### src/rtl/tpu_host_if.sv
// Byte-serial host command interface for the 2x2 systolic array: decodes pad commands into
// operand writes, start pulses and result readback. Optional watchdog: define TPU_TIMEOUT_EN.
module tpu_host_if #(
    parameter int DATA_W         = 8,
    parameter int ACC_W          = 16,
    parameter int TIMEOUT_CYCLES = 64
) (
    input  logic                  clk,
    input  logic                  rst_n,
    input  logic [7:0]            inp_ui,
    input  logic [7:0]            inp_uio,
    output logic [7:0]            out_ui,
    output logic [7:0]            out_uio,
    output logic [7:0]            oe_uio,
    output logic [4*DATA_W-1:0]   arr_w,
    output logic [4*DATA_W-1:0]   arr_a,
    output logic                  arr_start,
    input  logic                  arr_done,
    input  logic [4*ACC_W-1:0]    arr_result
);

    localparam logic [1:0] OP_LOAD_W = 2'b00;
    localparam logic [1:0] OP_LOAD_A = 2'b01;
    localparam logic [1:0] OP_START  = 2'b10;
    localparam logic [1:0] OP_READ   = 2'b11;

    typedef enum logic [0:0] {
        ST_IDLE = 1'b0,
        ST_WAIT = 1'b1
    } state_t;

    state_t              state;
    logic                cmd_prev;
    logic [DATA_W-1:0]   w_reg   [4];
    logic [DATA_W-1:0]   a_reg   [4];
    logic [ACC_W-1:0]    res_buf [4];
    logic                rd_valid;
    logic                busy;
    logic                err;
    logic                start_q;
    logic [7:0]          rd_byte;

    // Handshake: the host raises cmd_valid (inp_uio[0]) with opcode/addr/data stable; exactly
    // one command is taken on the rising edge of cmd_valid, and it must drop before the next.
    logic                cmd_accept;
    logic [1:0]          opcode;
    logic [1:0]          addr;
    logic [15:0]         rd_ext;
    logic [7:0]          rd_sel;

    assign cmd_accept = inp_uio[0] & ~cmd_prev;
    assign opcode     = inp_uio[2:1];
    assign addr       = inp_uio[4:3];

    // Results narrower than 16 bits read back zero-extended in the high byte.
    assign rd_ext = 16'(res_buf[addr]);
    assign rd_sel = inp_ui[0] ? rd_ext[15:8] : rd_ext[7:0];

    localparam logic [31:0] TO_LIM32 = 32'(TIMEOUT_CYCLES);
    logic unused_bits;
    assign unused_bits = ^{inp_uio[7:5], TO_LIM32};

`ifdef TPU_TIMEOUT_EN
    localparam int CNT_W = (TIMEOUT_CYCLES > 1) ? $clog2(TIMEOUT_CYCLES) : 1;
    localparam logic [CNT_W-1:0] CNT_LAST = CNT_W'(TIMEOUT_CYCLES - 1);
    logic [CNT_W-1:0] wait_cnt;
`endif

    always_ff @(posedge clk or negedge rst_n) begin
        if (!rst_n) begin
            state    <= ST_IDLE;
            cmd_prev <= 1'b0;
            rd_valid <= 1'b0;
            busy     <= 1'b0;
            err      <= 1'b0;
            start_q  <= 1'b0;
            rd_byte  <= 8'h00;
            for (int i = 0; i < 4; i++) begin
                w_reg[i]   <= '0;
                a_reg[i]   <= '0;
                res_buf[i] <= '0;
            end
`ifdef TPU_TIMEOUT_EN
            wait_cnt <= '0;
`endif
        end else begin
            cmd_prev <= inp_uio[0];
            start_q  <= 1'b0;
            rd_valid <= 1'b0;

            if (cmd_accept) begin
                case (opcode)
                    OP_LOAD_W: begin
                        if (state == ST_IDLE) w_reg[addr] <= DATA_W'(inp_ui);
                        else                  err <= 1'b1;
                    end
                    OP_LOAD_A: begin
                        if (state == ST_IDLE) a_reg[addr] <= DATA_W'(inp_ui);
                        else                  err <= 1'b1;
                    end
                    OP_START: begin
                        if (state == ST_IDLE) begin
                            err     <= 1'b0;
                            start_q <= 1'b1;
                            busy    <= 1'b1;
                            state   <= ST_WAIT;
`ifdef TPU_TIMEOUT_EN
                            wait_cnt <= '0;
`endif
                        end else begin
                            err <= 1'b1;
                        end
                    end
                    OP_READ: begin
                        rd_byte  <= rd_sel;
                        rd_valid <= 1'b1;
                    end
                    default: ;
                endcase
            end

            // A completion strobe in the same cycle as watchdog expiry is still honoured.
            if (state == ST_WAIT) begin
                if (arr_done) begin
                    for (int i = 0; i < 4; i++) begin
                        res_buf[i] <= arr_result[i*ACC_W +: ACC_W];
                    end
                    state <= ST_IDLE;
                    busy  <= 1'b0;
                end
`ifdef TPU_TIMEOUT_EN
                else if (wait_cnt == CNT_LAST) begin
                    state <= ST_IDLE;
                    busy  <= 1'b0;
                    err   <= 1'b1;
                end else begin
                    wait_cnt <= wait_cnt + 1'b1;
                end
`endif
            end
        end
    end

    assign arr_w     = {w_reg[3], w_reg[2], w_reg[1], w_reg[0]};
    assign arr_a     = {a_reg[3], a_reg[2], a_reg[1], a_reg[0]};
    assign arr_start = start_q;
    assign out_ui    = rd_byte;
    assign out_uio   = {rd_valid, busy, err, 5'b00000};
    assign oe_uio    = 8'hE0;

endmodule

### config.mk
export PLATFORM = sky130hd
export DESIGN_NAME = tpu_host_if
export DESIGN_NICKNAME = d
export VERILOG_FILES = /design/src/rtl/tpu_host_if.sv
export SDC_FILE = /design/constraint.sdc
export NUM_CORES = 1
export LEC_CHECK = 0
export BUFFER_PORTS_ARGS = -buffer_cell sky130_fd_sc_hd__buf_2
export CORE_MARGIN = 8
export CORE_UTILIZATION = 35
export CTS_CLUSTER_DIAMETER = 50
export DETAILED_ROUTE_END_ITERATION = 10
export GPL_ROUTABILITY_DRIVEN = 0
export PLACE_DENSITY = 0.57
export SETUP_SLACK_MARGIN = 0.05
export SYNTH_ARGS = -nofsm -noshare
export SYNTH_HDL_FRONTEND = slang
export SYNTH_SLANG_ARGS = --single-unit
export TNS_END_PERCENT = 50
### constraint.sdc
create_clock -name clk -period 2.1 [get_ports clk]
set_clock_uncertainty 0.1 [all_clocks]
set_input_delay 0.105 -clock clk [delete_from_list [all_inputs] [get_ports clk]]
set_output_delay 0.105 -clock clk [all_outputs]
set_load 0.005 [all_outputs]
# Word level (Yosys, flattened, before mapping)
# Cells that the tools add are included.
dict set report word_totals {
  regBits 142
  latchBits 0
  ram_bits 0
  mem_bits_ro 0
  input_bits 83
  word_cells 63
  n_memories 0
}
dict set report classes {
  n_addsub 0
  mul 0
  n_div 0
  magnitude_cmp 2
  eq_ne 4
  shift 0
  mux 25
  bitwise_logic 4
  n_reduce_logical 9
}
# op n
set op_table {}
lappend op_table {{bitwise mux 32 bit} 2}
lappend op_table {{binary-select mux 16 bit (select 2 bit)} 1}
lappend op_table {{2-to-1 mux 16 bit} 2}
lappend op_table {{demux 8 bit (select 2 bit)} 1}
lappend op_table {{2-to-1 mux 1 bit} 16}
lappend op_table {{2-to-1 mux 8 bit} 2}
lappend op_table {{AND reduction 3 bit} 3}
lappend op_table {{== test 2 bit, second input constant} 2}
lappend op_table {{AND reduction 2 bit} 2}
lappend op_table {{greater-or-equal comparator 3 bit, second input constant} 1}
lappend op_table {{< comparator 3 x 1 -> 1 bit, second input constant} 1}
lappend op_table {{inverter 2 -> 3 bit} 1}
lappend op_table {{== test 2 x 1 -> 1 bit, second input constant} 1}
lappend op_table {{logical NOT 2 bit} 1}
lappend op_table {{inequality test 2 x 1 -> 1 bit, second input constant} 1}
lappend op_table {{inverter 1 bit} 2}
lappend op_table {{one-hot mux 1 bit (2 select lines)} 1}
lappend op_table {{nonzero test 2 bit} 1}
lappend op_table {{OR reduction 2 bit} 1}
lappend op_table {{AND 1 bit} 1}
lappend op_table {{logical AND 1 bit} 1}

# Longest topological paths before layout
# Gate-level depths: netlist of the first run.
dict set report depth {
  word_depth 6
  depth_mapped 5
  depth_no_buf 3
}

# Worst setup path before layout of the first run
# OpenSTA, ideal clock, no wires.
dict set report synth_path {
  path_kind {register -> register}
  startpoint {reg cmd_prev}
  endpoint {reg w_reg, in the netlist arr_w[17]}
  setup_ns 0.125
  t_arrival_ns 1.875
  t_required_ns 1.875
  path_slack_ns 0.000
  stages_incl_launch_ff 5
  n_path_buf 1
  synth_period_minus_slack_ns 2.100
  cell_sequence {dfrtp_1 > or4b_1 > buf_2 > nor4b_4 > mux2_2}
}
dict set report synth_between {
  elab_chain_len 3
}
# item line
set synth_rtl {}
lappend synth_rtl {{start: declaration} 33} ;# logic cmd_prev;
lappend synth_rtl {{start signal: assignment} 87} ;# cmd_prev <= inp_uio[0];
lappend synth_rtl {{inverter 1 bit} 51} ;# assign cmd_accept = inp_uio[0] & ~cmd_prev;
lappend synth_rtl {{AND 1 bit} 51}
lappend synth_rtl {{AND reduction 3 bit (no source line)} n/a}
lappend synth_rtl {{end signal: indexed assignment} 94} ;# if (state == ST_IDLE) w_reg[addr] <= DATA_W'(inp_ui);
lappend synth_rtl {{end: declaration} 34} ;# logic [DATA_W-1:0] w_reg [4];
# Every way passes these cells.
# A chain may end at the register's enable or synchronous reset.

# Worst setup path after layout of the first run
dict set report layout_path {
  startpoint {reg cmd_prev}
  endpoint {reg w_reg, in the netlist arr_w[18]}
}
# The elaborated chain is that of the path after synthesis.

==> flow_results.xml, run 1 <==
<?xml version="1.0" encoding="UTF-8"?>
<metrics>
  <group name="floorplanning">
    <metric name="rows" unit="">48</metric>
    <metric name="floorplan.die.height" unit="µm">147</metric>
    <metric name="number_of_top_level_pins" unit="">172</metric>
    <metric name="core_area" unit="µm²">17000</metric>
    <metric name="floorplan.die.width" unit="µm">147</metric>
    <metric name="die_area" unit="µm²">21600</metric>
    <metric name="floorplan.initialDensity" unit="%">35.2</metric>
  </group>
  <group name="setup_path">
    <metric name="cp_top_family" unit="">simple AND/OR/NAND/NOR gates</metric>
    <metric name="timing.reg2reg.setup_slack" unit="ns">0.08</metric>
    <metric name="sum_of_buffers_and_inverters_on_the_critical_path" unit="">2</metric>
    <metric name="rr_worst_depth" unit="">5</metric>
    <metric name="slowest_delay" unit="ns">0.52</metric>
    <metric name="required_time_reported_for_the_critical_path_endpoint" unit="ns">2.30</metric>
    <metric name="critical_path_depth" unit="">5</metric>
    <metric name="critPathLaunchType" unit="">flop</metric>
    <metric name="arrival" unit="ns">2.23</metric>
    <metric name="slowest_library_cell_on_the_worst_path" unit="">sky130_fd_sc_hd__or4b_4</metric>
    <metric name="crit_path_start" unit="">cmd_prev$_DFF_PN0_</metric>
    <metric name="regToRegEndpoint" unit="">arr_w[18]$_DFFE_PN0P_</metric>
    <metric name="cp_max_fo" unit="">5</metric>
    <metric name="crit_chain" unit="">or4b_4 -&gt; buf_6 -&gt; nor4b_4 -&gt; buf_4 -&gt; mux2_2</metric>
    <metric name="critPathKind" unit="">reg -&gt; reg</metric>
    <metric name="critical_path.reg2reg.startpoint" unit="">cmd_prev$_DFF_PN0_</metric>
    <metric name="critPathCapture" unit="">arr_w[18]$_DFFE_PN0P_</metric>
    <metric name="end_kind" unit="">flop</metric>
  </group>
  <group name="detailed_routing">
    <metric name="num_vias" unit="">4072</metric>
    <metric name="detail_route.iter0.violations" unit="">139</metric>
    <metric name="wl_per_cell" unit="µm">18.0</metric>
    <metric name="antenna_violating_nets_post_route" unit="">0</metric>
    <metric name="drc_errors" unit="">0</metric>
    <metric name="vias_per_cell" unit="">4.69</metric>
    <metric name="postRouteWirelength" unit="µm">15600</metric>
    <metric name="number_of_detailed_routing_iterations_run_before_antenna_repair" unit="">4</metric>
  </group>
  <group name="sta">
    <metric name="timing_hold_violations_final" unit="">0</metric>
    <metric name="timing.final.max_slew_violations" unit="">0</metric>
    <metric name="relSlewSlack" unit="%">59.2</metric>
    <metric name="least_margin_pin_slew" unit="ns">0.609</metric>
    <metric name="setup_viol" unit="">0</metric>
    <metric name="min_period" unit="ns">2.02</metric>
    <metric name="setup_repair_after_global_routing_missed_its_margin" unit="">yes</metric>
    <metric name="timing.fmax" unit="GHz">0.495</metric>
    <metric name="period_share" unit="%">96.3</metric>
  </group>
  <group name="synthesis">
    <metric name="postSynthAreaPerCell" unit="µm²">15.4</metric>
    <metric name="ys_ff_latch" unit="">142</metric>
    <metric name="post-synth-top-area-fraction" unit="%">59.3</metric>
    <metric name="synth_top_cells_by_area" unit="">sky130_fd_sc_hd__dfrtp_1, sky130_fd_sc_hd__mux2_2, sky130_fd_sc_hd__mux2i_1</metric>
    <metric name="yosysUniqueCellTypes" unit="">33</metric>
    <metric name="postSynthCellCount" unit="">388</metric>
    <metric name="post-synth-top-area-cell" unit="">sky130_fd_sc_hd__dfrtp_1</metric>
    <metric name="syn-cell-area" unit="µm²">5990</metric>
    <metric name="seq_area_frac_synth" unit="%">59.3</metric>
    <metric name="number_of_warnings_printed_during_yosys_synthesis" unit="">0</metric>
  </group>
  <group name="clock_tree">
    <metric name="clock_sink_count" unit="">142</metric>
    <metric name="cts-htree-levels" unit="">4</metric>
    <metric name="clock_tree_from_tritoncts" unit="">built</metric>
    <metric name="clk_pin_slew_worst_paths" unit="ns">0.06</metric>
    <metric name="cts_buffers" unit="">17</metric>
    <metric name="clock-root-buffer" unit="">sky130_fd_sc_hd__clkbuf_16</metric>
    <metric name="clock_insertion_delay_worst_skew" unit="ns">0.42</metric>
    <metric name="cts_max_path_buffers" unit="">2</metric>
  </group>
  <group name="placement">
    <metric name="dp.final_hpwl" unit="µm">11100</metric>
    <metric name="port_buffers" unit="">155</metric>
  </group>
  <group name="hold_path">
    <metric name="hold_path_class" unit="">in -&gt; reg</metric>
    <metric name="worst_hold_path_cell_count" unit="">2</metric>
  </group>
  <group name="global_routing">
    <metric name="grt.overflow.total" unit="">0</metric>
    <metric name="grt_start_max_net_pins" unit="">66</metric>
    <metric name="via_count_of_the_first_global_routing_pass" unit="">4597</metric>
    <metric name="antenna_found_initial" unit="">0</metric>
    <metric name="grt.total_usage" unit="%">15.0</metric>
    <metric name="grt_first_pass_wirelength" unit="µm">25300</metric>
  </group>
  <group name="status">
    <metric name="outcome" unit="">finished clean</metric>
  </group>
  <group name="power_and_ir_drop">
    <metric name="ir_drop" unit="V">0.000528</metric>
    <metric name="powerDensity" unit="nW/µm²">1000</metric>
    <metric name="static-leakage-power" unit="µW">0.00415</metric>
    <metric name="fin_total_pwr" unit="µW">8530</metric>
  </group>
  <group name="layout">
    <metric name="layout.filler_cells" unit="">1492</metric>
    <metric name="diodes" unit="">0</metric>
    <metric name="fin_util" unit="%">50.0</metric>
    <metric name="layout-drive-gt1-share" unit="%">55.0</metric>
    <metric name="area_delta_synth_final" unit="%">41.8</metric>
    <metric name="layout.nets" unit="">714</metric>
  </group>
  <group name="flow_run">
    <metric name="cap_violations" unit="">0</metric>
  </group>
</metrics>
cells in the final DEF, fill, tap and decap left out, drive strengths merged, types with 4 or more instances in the layout:
| master | n |
|---|---|
| buf | 172 |
| dfrtp | 142 |
| mux2 | 134 |
| dlygate4sd3 | 74 |
| clkbuf | 18 |
| mux2i | 17 |
| conb | 13 |
| a22o | 8 |
| inv | 7 |
| nand2b | 6 |
| nand2 | 6 |
| mux4 | 5 |
| a221oi | 5 |
| clkinv | 4 |
stage by stage:
stage	setup WS [ns]	hold slack [ns]	TNS, ns	cells	cell area, µm²
2_1_floorplan	0.00261	-0.291	0	399	6030
3_3_place_gp	0.0351	-0.0954	0	763	7070
3_5_place_dp	0.0363	-0.0865	0	763	7070
4_1_cts	0.0719	0.0171	0	869	8440
5_1_grt	-0.0178	0.0249	-0.0905	869	8490
6_report	0.0783	0.0200	0	869	8490
layout make-up:
class	count	area (µm²)	area share, %
sequential	142	3550	41.9
multi-input combinational	221	2330	27.4
timing repair buffer	246	1700	20.0
clock buffer	18	439	5.17
tap	225	282	3.32
clock inverter	14	181	2.14
inverter	3	11.3	0.133
cell usage after synthesis:
library cell               number
sky130_fd_sc_hd__nor4b_1        1
sky130_fd_sc_hd__o21a_1         1
sky130_fd_sc_hd__a22o_1         8
sky130_fd_sc_hd__nor2b_1        2
sky130_fd_sc_hd__a21oi_1        1
sky130_fd_sc_hd__a21o_1         1
sky130_fd_sc_hd__nand2b_1       6
sky130_fd_sc_hd__or3b_2         1
sky130_fd_sc_hd__nand4_2        1
sky130_fd_sc_hd__nand2_1        6
sky130_fd_sc_hd__a221oi_1       5
sky130_fd_sc_hd__buf_1          3
sky130_fd_sc_hd__inv_1          3
sky130_fd_sc_hd__nand3_2        1
sky130_fd_sc_hd__nor4b_4        2
sky130_fd_sc_hd__nor4_4         1
sky130_fd_sc_hd__clkbuf_1      10
sky130_fd_sc_hd__o31ai_1        3
sky130_fd_sc_hd__buf_4         16
sky130_fd_sc_hd__nand4b_1       1
sky130_fd_sc_hd__nor3_2         1
sky130_fd_sc_hd__mux4_2         5
sky130_fd_sc_hd__dfrtp_1      142
sky130_fd_sc_hd__nor2_1         2
sky130_fd_sc_hd__conb_1         2
sky130_fd_sc_hd__nor3b_1        1
sky130_fd_sc_hd__a31oi_1        1
sky130_fd_sc_hd__nand4b_2       2
sky130_fd_sc_hd__or4b_1         1
sky130_fd_sc_hd__o22ai_1        3
sky130_fd_sc_hd__mux2i_1       17
sky130_fd_sc_hd__buf_2          4
sky130_fd_sc_hd__mux2_2       134
power breakdown:
group / switching, µW / internal (µW)
clock network: 1190 / 1920
registers: 338 / 3410
logic: 639 / 1030
total: 2170 / 6360
kinds of logic (layout without fill, tap and decap cells):
family	Yosys count	after routing	share of synthesized area (%)
flops	142	142	59.3
buf+inv	36	281	3.34
other cells	2	13	0.125
mux	156	156	29.9
simple gates	29	29	4.26
compound gates	23	23	3.03
per-layer routing:
layer  wire (µm)  global-route usage, %  share of wire, %  vias to the layer above
li1            -                      -                 -                     1873
met1        6820                   18.4                44                     2101
met2        8000                   24.9                51                       93
met3         685                   3.97               4.4                        5
met4         117                   5.26              0.75                        0
met5           0                      0                 0                        -
worst min-delay path by stage:
stage / from / end / slack [ns]
after global placement: rst_n / arr_w[5]$_DFFE_PN0P_ / -0.1
final: inp_ui[4] / arr_w[12]$_DFFE_PN0P_ / 0.02
after global routing: inp_ui[4] / arr_w[12]$_DFFE_PN0P_ / 0.02
after detailed placement: rst_n / arr_w[5]$_DFFE_PN0P_ / -0.09
after floorplan: rst_n / arr_a[0]$_DFFE_PN0P_ / -0.29
after CTS: inp_ui[4] / arr_w[20]$_DFFE_PN0P_ / 0.02
state kept, by name, indices dropped and copies added, names as in the netlist, 8 cells and up:
signal	flops
res_buf	64
arr_w	32
out_ui	8
arr_a	32
repair_timing:
item,4_1_cts,5_1_grt
pin swaps,1,0
gates resized for setup,2,13
setup buffers,0,0
endpoints found under the hold margin,256,0
endpoints found under the setup margin,8,30
hold buffers,74,0
gates cloned,0,0
worst reg2reg max path, cell delays in order (launching register included):
cell	delay [ns]
sky130_fd_sc_hd__dfrtp_1	0.38
sky130_fd_sc_hd__or4b_4	0.52
sky130_fd_sc_hd__buf_6	0.15
sky130_fd_sc_hd__nor4b_4	0.23
sky130_fd_sc_hd__buf_4	0.20
sky130_fd_sc_hd__mux2_2	0.33
No activity file was read; power rests on OpenSTA's default activity.
==> inputs of run 2 (changes only) <==
- CORE_MARGIN: 8 -> 3
- PLACE_DENSITY: 0.57 -> 0.55
- RECOVER_POWER: not set -> 100
- clock period: 2.1 -> 2.5 ns (I/O delays scaled with it)
==> run 2 against run 1 <==
Net effect: the flow now finishes with violations (capacitance limit, slew limit); register-to-register slack better by 0.15 ns; global-route usage is 1.7 points higher; wire length decreased by 4.4%; design area is 2.4% lower; die area decreased by 13%; combinational power fell by 22%; largest power group unchanged.
==> flow_results.xml, run 2 (synthesis results as in run 1) <==
<?xml version="1.0" encoding="UTF-8"?>
<metrics>
  <group name="setup_path">
    <metric name="critPathLaunchType" unit="">input pin</metric>
    <metric name="cp_top_family" unit="">simple AND/OR/NAND/NOR gates</metric>
    <metric name="arrival" unit="ns">2.48</metric>
    <metric name="regToRegEndpoint" unit="">arr_w[21]$_DFFE_PN0P_</metric>
    <metric name="required_time_reported_for_the_critical_path_endpoint" unit="ns">2.70</metric>
    <metric name="critPathKind" unit="">in -&gt; reg</metric>
    <metric name="critical_path_depth" unit="">6</metric>
    <metric name="slowest_delay" unit="ns">0.70</metric>
    <metric name="critical_path.reg2reg.startpoint" unit="">cmd_prev$_DFF_PN0_</metric>
    <metric name="rr_worst_depth" unit="">4</metric>
    <metric name="end_kind" unit="">flop</metric>
    <metric name="cp_max_fo" unit="">8</metric>
    <metric name="slowest_library_cell_on_the_worst_path" unit="">sky130_fd_sc_hd__or4b_1</metric>
    <metric name="crit_chain" unit="">dlygate4sd3_1 -&gt; buf_2 -&gt; or4b_1 -&gt; nor4b_4 -&gt; clkbuf_2 -&gt; mux2_2</metric>
    <metric name="critPathCapture" unit="">arr_w[21]$_DFFE_PN0P_</metric>
    <metric name="crit_path_start" unit="">inp_uio[2]</metric>
    <metric name="sum_of_buffers_and_inverters_on_the_critical_path" unit="">3</metric>
    <metric name="timing.reg2reg.setup_slack" unit="ns">0.23</metric>
  </group>
  <group name="detailed_routing">
    <metric name="vias_per_cell" unit="">4.65</metric>
    <metric name="antenna_violating_nets_post_route" unit="">0</metric>
    <metric name="detail_route.iter0.violations" unit="">133</metric>
    <metric name="number_of_detailed_routing_iterations_run_before_antenna_repair" unit="">4</metric>
    <metric name="wl_per_cell" unit="µm">17.4</metric>
    <metric name="num_vias" unit="">3988</metric>
    <metric name="drc_errors" unit="">0</metric>
    <metric name="postRouteWirelength" unit="µm">14900</metric>
  </group>
  <group name="power_and_ir_drop">
    <metric name="ir_drop" unit="V">0.000441</metric>
    <metric name="cellInternalPower" unit="µW">5360</metric>
    <metric name="powerDensity" unit="nW/µm²">863</metric>
    <metric name="static-leakage-power" unit="µW">0.00389</metric>
    <metric name="sw_frac_of_total" unit="%">25.0</metric>
    <metric name="power.share.clock" unit="%">37.5</metric>
    <metric name="combinationalPowerShare" unit="%">18.4</metric>
    <metric name="net-switching-power" unit="µW">1790</metric>
    <metric name="sequentialPowerShare" unit="%">44.1</metric>
  </group>
  <group name="sta">
    <metric name="least_margin_pin_slew" unit="ns">1.75</metric>
    <metric name="setup_viol" unit="">0</metric>
    <metric name="relSlewSlack" unit="%">-16.6</metric>
    <metric name="setup_repair_after_global_routing_missed_its_margin" unit="">no</metric>
    <metric name="tns" unit="ns">0</metric>
    <metric name="min_period" unit="ns">2.28</metric>
    <metric name="timing.final.max_slew_violations" unit="">69</metric>
    <metric name="timing.fmax" unit="GHz">0.438</metric>
    <metric name="hold_ws" unit="ns">0.0122</metric>
    <metric name="period_share" unit="%">91.2</metric>
    <metric name="timing_hold_violations_final" unit="">0</metric>
  </group>
  <group name="placement">
    <metric name="dp.final_hpwl" unit="µm">10400</metric>
    <metric name="port_buffers" unit="">155</metric>
  </group>
  <group name="clock_tree">
    <metric name="cts-resized-gates" unit="">0</metric>
    <metric name="clock_tree_from_tritoncts" unit="">built</metric>
    <metric name="cts_buffers" unit="">17</metric>
    <metric name="clock_sink_count" unit="">142</metric>
    <metric name="clk_pin_slew_worst_paths" unit="ns">0.06</metric>
    <metric name="cts-htree-levels" unit="">4</metric>
    <metric name="clock-root-buffer" unit="">sky130_fd_sc_hd__clkbuf_16</metric>
    <metric name="cts_post_setup_buffers_inserted" unit="">0</metric>
    <metric name="cts_max_path_buffers" unit="">2</metric>
    <metric name="holdBufCountCts" unit="">74</metric>
    <metric name="clock_insertion_delay_worst_skew" unit="ns">0.41</metric>
  </group>
  <group name="layout">
    <metric name="diodes" unit="">0</metric>
    <metric name="largest_register" unit="">res_buf</metric>
    <metric name="layout.nets" unit="">708</metric>
    <metric name="layout.cells.most_common_list" unit="">sky130_fd_sc_hd__dfrtp_1, sky130_fd_sc_hd__mux2_2, sky130_fd_sc_hd__buf_2</metric>
    <metric name="layout-drive-gt1-share" unit="%">45.9</metric>
    <metric name="area_delta_synth_final" unit="%">38.4</metric>
    <metric name="layout_commonest_cell" unit="">sky130_fd_sc_hd__dfrtp_1</metric>
    <metric name="largest_register_ffs" unit="">64</metric>
  </group>
  <group name="floorplanning">
    <metric name="floorplan.die.height" unit="µm">137</metric>
    <metric name="floorplan.die.width" unit="µm">137</metric>
    <metric name="rows" unit="">47</metric>
    <metric name="core_area" unit="µm²">16600</metric>
    <metric name="number_of_top_level_pins" unit="">172</metric>
    <metric name="floorplan.initialDensity" unit="%">36.0</metric>
    <metric name="die_area" unit="µm²">18700</metric>
  </group>
  <group name="global_routing">
    <metric name="grt_start_max_net_pins" unit="">70</metric>
    <metric name="grt.total_usage" unit="%">16.7</metric>
    <metric name="grt_first_pass_wirelength" unit="µm">23700</metric>
    <metric name="via_count_of_the_first_global_routing_pass" unit="">4388</metric>
    <metric name="grt.overflow.total" unit="">0</metric>
    <metric name="antenna_found_initial" unit="">0</metric>
  </group>
  <group name="hold_path">
    <metric name="hold_path_class" unit="">in -&gt; reg</metric>
  </group>
  <group name="flow_run">
    <metric name="cap_violations" unit="">1</metric>
  </group>
  <group name="status">
    <metric name="failed_checks" unit="">capacitance limit, slew limit</metric>
    <metric name="outcome" unit="">finished, violations left</metric>
  </group>
</metrics>
run 2: changes by cell type in the layout (fill, tap and decap cells not counted), sizes merged:
cell / delta
bufinv: +1
inv: -2
buf: -55
clkbuf: +50
run 2: how the worst min path moves through the flow:
stage,startpoint,to,depth (start not counted)
after detailed placement,rst_n,rd_valid$_DFF_PN0_,1
after global placement,rst_n,rd_valid$_DFF_PN0_,1
after floorplan,rst_n,arr_a[0]$_DFFE_PN0P_,0
after global routing,inp_ui[1],arr_a[9]$_DFFE_PN0P_,2
final,inp_ui[1],arr_a[17]$_DFFE_PN0P_,2
after CTS,inp_ui[1],arr_a[1]$_DFFE_PN0P_,2
run 2: metal layers:
layer  GRT usage [%]  part of all wire [%]
met1            22.3                    45
met2            27.4                    50
met3            2.98                   3.5
met4            5.99                   1.5
met5               0                     0
run 2: final cells by class:
type	count	area, µm²
multi-input cells	221	2250
inverters	3	11.3
flip-flops and latches	142	3550
fillers	1471	8350
repair buffers	240	1560
clock inverters	13	188
clock buffers	19	443
well taps	220	275
run 2: per-stage QoR:
step                      util, %  std cells  worst slack (ns)  instance area (µm²)  total power [µW]
after global routing         49.8        858             0.109                 8290              7540
after global placement       42.2        752             0.336                 7020              4410
after detailed placement     42.2        752             0.301                 7020              4480
final                        49.8        858             0.219                 8290              7150
after floorplan                 -        399             0.400                 6030              3880
after CTS                    50.4        858             0.297                 8390              7300
run 2: power by group through the flow:
stage	Sequential [µW]	Clock (µW)	Combinational, µW
after floorplan	3140	0	741
after global placement	3170	0	1250
after detailed placement	3190	0	1290
after CTS	3160	2760	1380
after global routing	3230	2860	1450
final	3160	2680	1310
